$ cat src/rtl/pipelined_bypass_adder_if.sv
// Operand/result bus with valid/ready handshakes on both sides of the
// pipelined bypass adder. The master drives operands and accepts results;
// the slave (the adder) consumes operands and presents results.
interface pipelined_bypass_adder_if #(
  parameter int WIDTH = 32
);
  logic             in_valid;
  logic             in_ready;
  logic [WIDTH-1:0] A;
  logic [WIDTH-1:0] B;
  logic             Cin;
  logic             Sub;
  logic             out_valid;
  logic             out_ready;
  logic [WIDTH-1:0] Sum;
  logic             Cout;
  logic             Ovf;

  modport master (
    output in_valid, A, B, Cin, Sub, out_ready,
    input  in_ready, out_valid, Sum, Cout, Ovf
  );

  modport slave (
    input  in_valid, A, B, Cin, Sub, out_ready,
    output in_ready, out_valid, Sum, Cout, Ovf
  );
endinterface

$ cat src/rtl/pipelined_bypass_adder.sv
// Pipelined carry-skip adder/subtractor.
// The operand width is cut into STAGES segments of SEG bits. Stage s adds
// segment s using the carry registered by stage s-1, so only one segment's
// carry-skip chain sits between any two registers. Operand bits for later
// segments travel forward in skew registers that shrink stage by stage,
// while finished sum bits travel forward in deskew registers that grow
// stage by stage, so every bit of one beat leaves the last stage together.
// A single global stall (advance) freezes every stage at once.
module pipelined_bypass_adder #(
  parameter int WIDTH  = 32,
  parameter int BLOCK  = 4,
  parameter int STAGES = 4
) (
  input logic                     clk,
  input logic                     rst,
  pipelined_bypass_adder_if.slave bus
);

  localparam int SEG    = WIDTH / STAGES;
  localparam int GROUPS = SEG / BLOCK;

  logic             advance;
  logic [WIDTH-1:0] eff_b;
  logic             eff_cin;

  // One segment of carry-skip addition. Each BLOCK-bit group ripples its
  // sum bits; the group carry-out bypasses the ripple chain whenever every
  // bit of the group propagates, so a long propagate run costs one mux per
  // group instead of BLOCK full-adder delays.
  function automatic logic [SEG:0] skip_add(input logic [SEG-1:0] a,
                                            input logic [SEG-1:0] b,
                                            input logic           cin);
    logic [SEG-1:0] acc;
    logic           carry;
    logic           ripple;
    logic           prop;
    acc   = '0;
    carry = cin;
    for (int g = 0; g < GROUPS; g++) begin
      ripple = carry;
      prop   = 1'b1;
      for (int k = 0; k < BLOCK; k++) begin
        acc[g*BLOCK+k] = a[g*BLOCK+k] ^ b[g*BLOCK+k] ^ ripple;
        ripple         = (a[g*BLOCK+k] & b[g*BLOCK+k]) |
                         (ripple & (a[g*BLOCK+k] ^ b[g*BLOCK+k]));
        prop           = prop & (a[g*BLOCK+k] ^ b[g*BLOCK+k]);
      end
      carry = prop ? carry : ripple;
    end
    return {carry, acc};
  endfunction

  // Subtraction is A + ~B + 1, so Sub forces the carry-in and inverts B
  // before anything is registered; Cin only matters in add mode.
  always_comb begin
    eff_b   = bus.Sub ? ~bus.B : bus.B;
    eff_cin = bus.Sub | bus.Cin;
  end

  // The whole pipe moves only when the output slot is empty or being taken.
  // in_ready depends on the output side alone, never on in_valid.
  assign advance      = !stage_g[STAGES-1].valid_r || bus.out_ready;
  assign bus.in_ready = advance;

  for (genvar s = 0; s < STAGES; s++) begin : stage_g
    localparam int LO = s * SEG;

    logic [WIDTH-LO-1:0] a_in;
    logic [WIDTH-LO-1:0] b_in;
    logic                c_in;
    logic                v_in;
    logic [SEG:0]        seg_res;
    logic [LO+SEG-1:0]   sum_next;
    logic                valid_r;
    logic                carry_r;
    logic [LO+SEG-1:0]   sum_r;

    if (s == 0) begin : src_g
      assign a_in     = bus.A;
      assign b_in     = eff_b;
      assign c_in     = eff_cin;
      assign v_in     = bus.in_valid;
      assign sum_next = seg_res[SEG-1:0];
    end else begin : src_g
      assign a_in     = stage_g[s-1].op_g.a_r;
      assign b_in     = stage_g[s-1].op_g.b_r;
      assign c_in     = stage_g[s-1].carry_r;
      assign v_in     = stage_g[s-1].valid_r;
      assign sum_next = {seg_res[SEG-1:0], stage_g[s-1].sum_r};
    end

    assign seg_res = skip_add(a_in[SEG-1:0], b_in[SEG-1:0], c_in);

    // Stage register: valid bit always shifts on advance; data only loads
    // for a real beat so bubbles leave the previous result untouched.
    always_ff @(posedge clk) begin
      if (rst) begin
        valid_r <= 1'b0;
        carry_r <= 1'b0;
        sum_r   <= '0;
      end else if (advance) begin
        valid_r <= v_in;
        if (v_in) begin
          carry_r <= seg_res[SEG];
          sum_r   <= sum_next;
        end
      end
    end

    if (s < STAGES-1) begin : op_g
      logic [WIDTH-LO-SEG-1:0] a_r;
      logic [WIDTH-LO-SEG-1:0] b_r;

      // Skew registers: carry the not-yet-added operand bits to the next
      // stage. They are pure datapath and are qualified by valid_r, so
      // they need no reset.
      always_ff @(posedge clk) begin
        if (advance && v_in) begin
          a_r <= a_in[WIDTH-LO-1:SEG];
          b_r <= b_in[WIDTH-LO-1:SEG];
        end
      end
    end

    if (s == STAGES-1) begin : last_g
      logic c_msb;
      logic ovf_r;

      // The carry into the MSB is recovered from the MSB sum bit and its
      // operand bits, so no extra carry has to be exported by skip_add.
      assign c_msb = seg_res[SEG-1] ^ a_in[SEG-1] ^ b_in[SEG-1];

      // Signed overflow register, loaded alongside the final segment.
      always_ff @(posedge clk) begin
        if (rst) begin
          ovf_r <= 1'b0;
        end else if (advance && v_in) begin
          ovf_r <= c_msb ^ seg_res[SEG];
        end
      end
    end
  end

  assign bus.out_valid = stage_g[STAGES-1].valid_r;
  assign bus.Sum       = stage_g[STAGES-1].sum_r;
  assign bus.Cout      = stage_g[STAGES-1].carry_r;
  assign bus.Ovf       = stage_g[STAGES-1].last_g.ovf_r;

endmodule

$ cat src/flat_wrapper.sv
// flat-port wrapper written by rule: the top's interface ports become plain ports
module pipelined_bypass_adder_flat 
#(
  parameter int WIDTH  = 32,
  parameter int BLOCK  = 4,
  parameter int STAGES = 4
)
  (clk, rst, bus_in_valid, bus_A, bus_B, bus_Cin, bus_Sub, bus_out_ready, bus_in_ready, bus_out_valid, bus_Sum, bus_Cout, bus_Ovf);
  pipelined_bypass_adder_if #(.WIDTH(WIDTH)) bus_i ();
  input logic clk;
  input logic rst;
  input wire logic [$bits(bus_i.in_valid)-1:0] bus_in_valid;
  input wire logic [$bits(bus_i.A)-1:0] bus_A;
  input wire logic [$bits(bus_i.B)-1:0] bus_B;
  input wire logic [$bits(bus_i.Cin)-1:0] bus_Cin;
  input wire logic [$bits(bus_i.Sub)-1:0] bus_Sub;
  input wire logic [$bits(bus_i.out_ready)-1:0] bus_out_ready;
  output wire logic [$bits(bus_i.in_ready)-1:0] bus_in_ready;
  output wire logic [$bits(bus_i.out_valid)-1:0] bus_out_valid;
  output wire logic [$bits(bus_i.Sum)-1:0] bus_Sum;
  output wire logic [$bits(bus_i.Cout)-1:0] bus_Cout;
  output wire logic [$bits(bus_i.Ovf)-1:0] bus_Ovf;
  assign bus_i.in_valid = bus_in_valid;
  assign bus_i.A = bus_A;
  assign bus_i.B = bus_B;
  assign bus_i.Cin = bus_Cin;
  assign bus_i.Sub = bus_Sub;
  assign bus_i.out_ready = bus_out_ready;
  assign bus_in_ready = bus_i.in_ready;
  assign bus_out_valid = bus_i.out_valid;
  assign bus_Sum = bus_i.Sum;
  assign bus_Cout = bus_i.Cout;
  assign bus_Ovf = bus_i.Ovf;
  pipelined_bypass_adder #(.WIDTH(WIDTH), .BLOCK(BLOCK), .STAGES(STAGES)) u_core (.clk(clk), .rst(rst), .bus(bus_i));
endmodule
$ cat config.mk
export PLATFORM = sky130hd
export DESIGN_NAME = pipelined_bypass_adder_flat
export DESIGN_NICKNAME = d
export VERILOG_FILES = /design/src/rtl/pipelined_bypass_adder_if.sv /design/src/rtl/pipelined_bypass_adder.sv /design/src/flat_wrapper.sv
export SDC_FILE = /design/constraint.sdc
export NUM_CORES = 1
export LEC_CHECK = 0
export BUFFER_PORTS_ARGS = -buffer_cell sky130_fd_sc_hd__buf_2
export CAP_MARGIN = 10
export CORE_AREA = 2 2 228 118
export CTS_CLUSTER_SIZE = 40
export DETAILED_ROUTE_END_ITERATION = 6
export DIE_AREA = 0 0 230 120
export GPL_ROUTABILITY_DRIVEN = 0
export MAX_ROUTING_LAYER = met4
export PLACE_DENSITY = 0.52
export SYNTH_ARGS = -nofsm -noshare
export SYNTH_HDL_FRONTEND = slang
export SYNTH_SLANG_ARGS = --single-unit
$ cat constraint.sdc
create_clock -name clk -period 5.2 [get_ports clk]
set_clock_uncertainty 0.1 [all_clocks]
set_input_delay 0.78 -clock clk [delete_from_list [all_inputs] [get_ports clk]]
set_output_delay 0.78 -clock clk [all_outputs]
set_load 0.03 [all_outputs]
==> flow_summary.toml, run 1 <==
[outcome]
status = "completed"

[synthesis]
synth_top_area_share_pct = 38.1
syn_area_sq_um = 7560
synthMuxAreaShare_pct = 0.645
syn-num-nets = 762
synth_top_family_by_area = "adder cells"
synth-edff-count = 96
synth-xor-area-share_pct = 3.94
synth_compound_area_share_pct = 6.90
synth_warnings = 0
synth-simple-area-share_pct = 9.37
synth-async-reset-ratio_pct = 0
synth.top_cells.by_count = "150 x nand2_1, 96 x edfxtp_1, 89 x dfxtp_1"
syn_area_per_cell_sq_um = 12.0
synth_adder_area_share_pct = 13.8
yosysUniqueCellTypes = 26
syn-instance-count = 628
yosysMostFrequentCell = "nand2_1"
yosys.area.top_type = "edfxtp_1"
synth_area_leaders = "edfxtp_1 38%, dfxtp_1 24%, fa_1 8.5%"
yosys_register_bits = 185
synth_top_flop_cell = "edfxtp_1"
yosysSeqAreaShare_pct = 61.7

[floorplanning]
core_sq_um = 25700
placementRows = 42
die_h_microns = 120
initial_utilization_pct = 29.4
die_w_microns = 230
dieArea_sq_um = 27600
ios = 106

[clock_tree]
cts-root-buf = "clkbuf_16"
cts-hold-fix-buffers = 0
cts_tree = "built"
h-tree-depth = 4
clock-sinks = 185
clk_latency_ns = 0.44
numCtsBuffers = 17
path_clk_slew_ns = 0.07
clockBufferDepth = 2

[sta]
fin_setup_tns_ns = 0
min_period_ns = 4.86
rsz0062_at_grt = "no"
slew-limit-headroom_pct = 40.9
fmax_mhz = 206
timing_hold_violations_final = 0
setup_viol = 0
fin_crit_sh_pct = 93.4
whs_ns = 0.316
final_max_slew_viol_count = 0
tightest_slew_ns = 0.885

[routing]
first_iter_violations = 211
wl_mm = 17.1
dr.pass1.iters = 4
vias_per_cell = 4.14
via_count = 4556
drc_errors = 0
drtAntennaViolNets = 0
post_drt_wl_per_cell_microns = 15.6

[setup_path]
cpPeakStageDelay_ns = 0.45
arrival_ns = 5.10
cp.required_ns = 5.44
path_cells = "inv_1 -> fa_1 -> inv_1 -> fa_2 -> fa_2 -> fa_1 -> mux2_4 -> fa_2 -> fa_2 -> fa_1 -> inv_1 -> fa_1 -> xnor2_1 -> xnor2_1 -> nor2_1 -> a2111oi_2"
cp_num_buf_inv = 3
worstPathMaxFanout = 4
crit_type = "register to register"
crit_family = "adder cells"
crit_path_top_delay_cell = "fa_1"
worst_setup_path_end_kind = "register"
startpoint_type = "register"

[pwr]
p_per_area_nw_per_um2 = 352
p_leak_uw = 0.00352
ir_drop_mv = 0.195

[global_routing]
antenna_found_initial = 2
grt_use_met3_pct = 3.56
grt_pass1_wl_mm = 27.2
busiest_layer = "met1"
grt_max_degree = 48
grt_pass1_vias = 4554
grt_overflow = 0
grt.met1_usage_pct = 21.8
use_met2_pct = 16.5
grt_usage_pct = 14.0

[place]
port_buffers = 105
dpl.hpwl_mm = 12.6
placed_cells = 1064

[hold_path]
hold_path_class = "register to register"

[finish]
drive_above_1_share_pct = 21.4
final_cells = 1101
nets = 868
syn_to_final_growth_pct = 19.8

[flow_run]
cap_violations = 0
[state kept, by name (all words and copies together) (netlist names)]
signal                   cells
u_core.bus.Cout              1
u_core.bus.Ovf               1
u_core.bus.Sum              32
u_core.bus.out_valid         1
u_core.stage_g.carry_r       3
u_core.stage_g.op_g.a_r     48
u_core.stage_g.op_g.b_r     48
u_core.stage_g.sum_r        48
u_core.stage_g.valid_r       3
[layer usage]
| layer | share of wire [%] | up-vias |
|---|---|---|
| li1 | - | 2293 |
| met3 | 5.6 | 19 |
| met5 | 0 | - |
| met2 | 36 | 83 |
| met1 | 56 | 2161 |
| met4 | 1.6 | 0 |
[logic make-up (layout without fill, tap and decap cells)]
group	Yosys count	count (layout)
DFF	185	185
and+or+nand+nor	179	179
AOI/OAI and AO/OA	93	93
buffers and inverters	69	188
adders and majority gates	64	64
xor gates and xnor gates	34	34
muxes	4	4
other	0	2
[through the flow]
stage | instance area, sq um | utilization, % | total power, uW | setup slack, ns
4_1_cts | 9020 | 35.0 | 3240 | 0.0256
6_report | 9060 | 35.2 | 3190 | 0.343
2_1_floorplan | 7560 | - | 1840 | 0.214
5_1_grt | 9060 | 35.2 | 3350 | 0.0676
3_5_place_dp | 8460 | 32.8 | 1960 | -0.0346
3_3_place_gp | 8460 | 32.8 | 1960 | 0.0698
[path summary, 6_finish.rpt]
path                            cells past startpoint  slack [ns]                                     start                                      end
worst min-delay path                                0        0.32  u_core.stage_g[0].op_g.b_r[13]$_DFFE_PP_  u_core.stage_g[1].op_g.b_r[5]$_DFFE_PP_
worst max-delay path                               16        0.34   u_core.stage_g[2].op_g.b_r[0]$_DFFE_PP_              u_core.bus.Ovf$_SDFFE_PP0P_
worst max register to register                     16        0.34   u_core.stage_g[2].op_g.b_r[0]$_DFFE_PP_              u_core.bus.Ovf$_SDFFE_PP0P_
worst min register to register                      0        0.32  u_core.stage_g[0].op_g.b_r[13]$_DFFE_PP_  u_core.stage_g[1].op_g.b_r[5]$_DFFE_PP_
[placed cells by master (no fill, tap or decap), drive strengths merged, types with 8 or more instances in the layout]
master	count
nand2	150
buf	116
edfxtp	96
dfxtp	89
a21oi	74
inv	47
xor2	32
ha	32
fa	32
nor2	18
clkbuf	18
a211oi	12
nand4	8
[power by group]
group / leakage (uW) / total (uW) / switching, uW / internal [uW]
Combinational: 0.00161 / 277 / 168 / 108
Clock: 0.000268 / 1270 / 597 / 672
Sequential: 0.00164 / 1650 / 35.2 / 1610
Total: 0.00352 / 3190 / 800 / 2390
[cell type report]
class	count	area, sq um
Fill cell	2648	16700
Tap cell	352	440
Sequential cell	185	4660
Clock buffer	18	429
Timing Repair Buffer	116	608
Clock inverter	14	135
Multi-Input combinational cell	374	2630
Antenna cell	2	5.00
Inverter	40	150
[repair_timing]
item | 4_1_cts | 5_1_grt
gates resized for setup | 1 | 3
setup buffers | 0 | 3
endpoints found under the setup margin | 1 | 1
pin swaps | 2 | 4
Note: power is estimated with default switching activity, not from simulation.
==> run 2, diff against run 1 <==
- CORE_AREA: 2 2 228 118 -> 2 2 171 156
- DIE_AREA: 0 0 230 120 -> 0 0 173 158
==> run 2 against run 1 <==
  * Combinational power down 8.7%
  * Wire length down 16%
  * Final cell count down 0.64%
  * Die area down 0.96%
  * First-iteration DRC count up 13%
  * Global-route usage down 2.6 points
  * Core utilization about the same
  * Clock-buffer cell count up 4
  * Register-to-register slack worse by 0.05 ns
  * Worst setup slack worse by 0.050 ns
  * Design area down 0.37%
  * Clock power down 6%
  * Largest cell class unchanged
==> flow_summary.toml, run 2 (synthesis results as in run 1) <==
[place]
placed_cells = 1060
dpl.hpwl_mm = 10.5
port_buffers = 105

[sta]
fin_crit_sh_pct = 94.4
min_period_ns = 4.91
timing_hold_violations_final = 0
rsz0062_at_grt = "no"
final_max_slew_viol_count = 0
slew-limit-headroom_pct = 30.2
tightest_slew_ns = 1.05
fmax_mhz = 204
fin_setup_tns_ns = 0
setup_viol = 0

[clock_tree]
h-tree-depth = 4
cts_tree = "built"
path_clk_slew_ns = 0.07
clk_latency_ns = 0.43
clockBufferDepth = 2
numCtsBuffers = 17
cts-root-buf = "clkbuf_16"
clock-sinks = 185

[setup_path]
worst_setup_path_end_kind = "register"
arrival_ns = 5.13
startpoint_type = "register"
r2r_end = "u_core.bus.Ovf$_SDFFE_PP0P_"
crit_type = "register to register"
cp.required_ns = 5.42
r2r_setup_slack_ns = 0.29
worstReg2RegStart = "u_core.stage_g[2].op_g.b_r[0]$_DFFE_PP_"
crit_path_top_delay_cell = "fa_1"
worstPathMaxFanout = 4
crit_end = "u_core.bus.Ovf$_SDFFE_PP0P_"
crit_start = "u_core.stage_g[2].op_g.b_r[0]$_DFFE_PP_"
cpPeakStageDelay_ns = 0.45
path_cells = "inv_1 -> fa_1 -> inv_1 -> fa_2 -> fa_2 -> fa_1 -> mux2_4 -> fa_2 -> fa_2 -> fa_1 -> inv_1 -> fa_1 -> xnor2_1 -> xnor2_1 -> o2111a_1 -> a2111oi_2"
ff2ff_path_depth = 16

[routing]
drtAntennaViolNets = 0
dr.pass1.iters = 4
first_iter_violations = 238
vias_per_cell = 4.07
post_drt_wl_per_cell_microns = 13.2
via_count = 4454
wl_mm = 14.5
drc_errors = 0

[pwr]
p_per_area_nw_per_um2 = 344
ir_drop_mv = 0.167
p_leak_uw = 0.00351
total_power_uw = 3100

[floorplanning]
dieArea_sq_um = 27300
placementRows = 56
die_w_microns = 173
die_h_microns = 158
core_sq_um = 25600
ios = 106
initial_utilization_pct = 29.5

[finish]
final_cell_mix = "150 x nand2_1, 105 x buf_2, 96 x edfxtp_1"
layout_commonest_cell = "nand2_1"
final.fill_count = 2635
reg.largest.list = "u_core.stage_g.op_g.a_r: 48 flops, u_core.stage_g.op_g.b_r: 48 flops, u_core.stage_g.sum_r: 48 flops"
n_antenna_cell = 0
syn_to_final_growth_pct = 19.4
drive_above_1_share_pct = 21.0
nets = 867
final_cells = 1094

[global_routing]
grt_pass1_vias = 4341
grt_usage_pct = 11.4
antenna_found_initial = 0
grt_max_degree = 56
grt_pass1_wl_mm = 23.7
grt_overflow = 0

[outcome]
status = "completed"

[hold_path]
hold_path_class = "register to register"
worstHoldStart = "u_core.stage_g[1].op_g.b_r[10]$_DFFE_PP_"

[flow_run]
cap_violations = 0
## run 2: changes by cell type in the layout (fill, tap and decap cells not counted), moves of 2 or more
| cell | before | now |
|---|---|---|
| clkbuf_8 | 0 | 2 |
| clkbuf_1 | 1 | 3 |
| diode_2 | 2 | 0 |
| inv_6 | 6 | 4 |
| clkinvlp_2 | 2 | 0 |
## run 2: worst min path at each step
stage / endpoint / cells past startpoint
2_1_floorplan: u_core.stage_g[1].op_g.a_r[0]$_DFFE_PP_ / 0
3_3_place_gp: u_core.stage_g[2].op_g.a_r[7]$_DFFE_PP_ / 0
3_5_place_dp: u_core.stage_g[1].op_g.b_r[5]$_DFFE_PP_ / 0
4_1_cts: u_core.stage_g[2].op_g.b_r[2]$_DFFE_PP_ / 0
5_1_grt: u_core.stage_g[1].op_g.a_r[10]$_DFFE_PP_ / 0
6_report: u_core.stage_g[2].op_g.b_r[2]$_DFFE_PP_ / 0
## run 2: critical path, delay by kind of cell (launching register included)
kind                     cells  cell delay, ns
AO/OA/AOI/OAI                2            0.47
XOR/XNOR                     2            0.29
adder cells (fa/ha/maj)      8            3.00
buffers and inverters        3            0.23
flip-flops                   1            0.41
multiplexers                 1            0.30
## run 2: final cells by class
class / count / area [sq um] / share of cell area [%]
sequential: 185 / 4660 / 51.7
inverter: 40 / 150 / 1.66
timing repair buffer: 115 / 601 / 6.65
clock buffer: 22 / 464 / 5.14
multi-input combinational: 374 / 2630 / 29.1
clock inverter: 10 / 83.8 / 0.929
tap: 348 / 435 / 4.82
## run 2: what timing repair did
item / in CTS / in global routing
gates resized for setup: 1 / 3
setup endpoints to repair: 1 / 1
hold buffers: 0 / 0
setup buffers: 0 / 2
hold endpoints to repair: 0 / 0
pin swaps: 2 / 4
## run 2: stage by stage
stage / setup slack, ns / hold slack, ns / area (sq um) / util (%)
finish: 0.292 / 0.312 / 9030 / 35.2
global route: 0.0266 / 0.324 / 9030 / 35.2
CTS: 0.0183 / 0.316 / 9000 / 35.1
detailed placement: -0.0199 / 0.305 / 8450 / 33.0
global placement: 0.0901 / 0.300 / 8450 / 33.0
floorplan: 0.214 / 0.300 / 7560 / -
## run 2: where the power goes
group,internal [uW],switching [uW],total [uW]
Combinational,102,151,253
Sequential,1610,34.4,1650
Clock,648,555,1200
## run 2: per-layer routing
| layer | GRT usage (%) | up-vias | wire length, microns |
|---|---|---|---|
| li1 | - | 2288 | - |
| met1 | 17.5 | 2068 | 8300 |
| met2 | 14.3 | 87 | 5610 |
| met3 | 2.69 | 11 | 416 |
| met4 | 3.87 | 0 | 136 |
| met5 | - | - | 0 |
==> run 3, diff against run 2 <==
- PLACE_DENSITY: 0.52 -> default
==> run 3 against run 2 <==
  * Highest routed layer unchanged
  * Largest power group unchanged
  * Wire length is 5.8% lower
  * Clock-buffer cell count is 4 lower
  * Clock power is 6% higher
==> flow_summary.toml, run 3 (synthesis results as in run 1) <==
[routing]
first_iter_violations = 205
via_count = 4340
post_drt_wl_per_cell_microns = 12.5
wl_mm = 13.6
drc_errors = 0
drtAntennaViolNets = 0
vias_per_cell = 3.97
dr.pass1.iters = 5

[place]
dpl.hpwl_mm = 10.0
dpl_worst_slack_ns = 0.00593
port_buffers = 105
placed_area_sq_um = 8450

[sta]
timing_hold_violations_final = 0
layout_setup_ws_ns = 0.234
whs_ns = 0.318
tightest_slew_ns = 0.819
min_period_ns = 4.97
fin_crit_sh_pct = 95.5
fmax_mhz = 201
final_max_slew_viol_count = 0
fin_setup_tns_ns = 0
rsz0062_at_grt = "no"
slew-limit-headroom_pct = 45.4
setup_viol = 0

[finish]
final.fill_count = 2602
multiInputGateArea_sq_um = 2640
syn_to_final_growth_pct = 20.0
drive_above_1_share_pct = 21.4
reg.largest.list = "u_core.stage_g.op_g.a_r: 48 flops, u_core.stage_g.op_g.b_r: 48 flops, u_core.stage_g.sum_r: 48 flops"
design_area_sq_um = 9070
layout_commonest_cell = "nand2_1"
regArea_sq_um = 4660
final_cell_mix = "150 x nand2_1, 105 x buf_2, 96 x edfxtp_1"
n_antenna_cell = 0
nets = 865

[global_routing]
antenna_found_initial = 0
grt_overflow = 0
grt_usage_pct = 10.7
grt_pass1_wl_mm = 22.2
grt_pass1_vias = 4236
grt_max_degree = 49

[clock_tree]
clk_latency_ns = 0.43
clock-sinks = 185
path_clk_slew_ns = 0.07
clockBufferDepth = 2
post_cts_buffers = 0
cts-root-buf = "clkbuf_16"
numCtsBuffers = 17
h-tree-depth = 4
cts_tree = "built"

[flow_run]
cap_violations = 0

[floorplanning]
placementRows = 56
die_h_microns = 158
die_w_microns = 173
core_sq_um = 25600
dieArea_sq_um = 27300
initial_utilization_pct = 29.5
ios = 106

[pwr]
p_leak_uw = 0.00354
p_per_area_nw_per_um2 = 349
ir_drop_mv = 0.212

[outcome]
status = "completed"

[setup_path]
cp.required_ns = 5.43
crit_type = "register to register"
worst_setup_path_end_kind = "register"
startpoint_type = "register"
arrival_ns = 5.19
worstPathMaxFanout = 4

[hold_path]
hold_path_class = "register to register"
run 3: cell count changes in the layout (fill, tap and decap cells not counted), sizes merged:
cell	before	now
clkinv	2	7
clkbuf	22	18
clkinvlp	3	0
buf	115	113
inv	45	47
run 3: metal layers:
layer	up-vias	global-route usage, %	routed length (microns)
met4	0	3.87	157
met3	12	2.62	404
met1	1956	15.6	7500
met5	-	-	0
li1	2285	-	-
met2	87	14.2	5580
run 3: final cells by class:
class,instances,share of cell area [%]
clock buffers,18,4.97
clock inverters,14,1.66
multi-input cells,374,29.0
repair buffers,113,6.46
flip-flops and latches,185,51.4
inverters,40,1.66
well taps,348,4.80
run 3: through the flow:
stage,power (uW),cells,util [%]
3_5_place_dp,1930,1060,33.0
4_1_cts,3210,1092,35.3
6_report,3170,1092,35.4
2_1_floorplan,1840,628,-
5_1_grt,3320,1092,35.4
3_3_place_gp,1930,1060,33.0
run 3: path summary, 6_finish.rpt:
check	start	endpoint	slack [ns]	cells after the start
setup / recovery	u_core.stage_g[2].op_g.b_r[0]$_DFFE_PP_	u_core.bus.Ovf$_SDFFE_PP0P_	0.23	16
hold / removal	u_core.stage_g[1].op_g.a_r[11]$_DFFE_PP_	u_core.stage_g[2].op_g.a_r[3]$_DFFE_PP_	0.32	0
setup reg to reg	u_core.stage_g[2].op_g.b_r[0]$_DFFE_PP_	u_core.bus.Ovf$_SDFFE_PP0P_	0.23	16
hold reg to reg	u_core.stage_g[1].op_g.a_r[11]$_DFFE_PP_	u_core.stage_g[2].op_g.a_r[3]$_DFFE_PP_	0.32	0
run 3: where the power goes:
part | internal [uW] | leakage [uW] | switching, uW
Combinational | 99.6 | 0.00160 | 145
Clock | 673 | 0.000297 | 601
Sequential | 1610 | 0.00164 | 34.0
run 3: worst max-delay path: stages, from the launching register on:
cell and delay (ns):
edfxtp_1 0.39, inv_1 0.09, fa_1 0.17, inv_1 0.06, fa_2 0.39, fa_2 0.40, fa_1 0.42, mux2_4 0.30
fa_2 0.40, fa_2 0.40, fa_1 0.42, inv_1 0.09, fa_1 0.47, xnor2_2 0.16, xnor2_1 0.14, o2111a_1 0.15
a2111oi_2 0.33
run 3: what timing repair did:
action,4_1_cts,5_1_grt
hold buffers,0,0
gates resized for setup,0,5
pin swaps,1,3
cloned,0,0
setup endpoints to repair,1,1
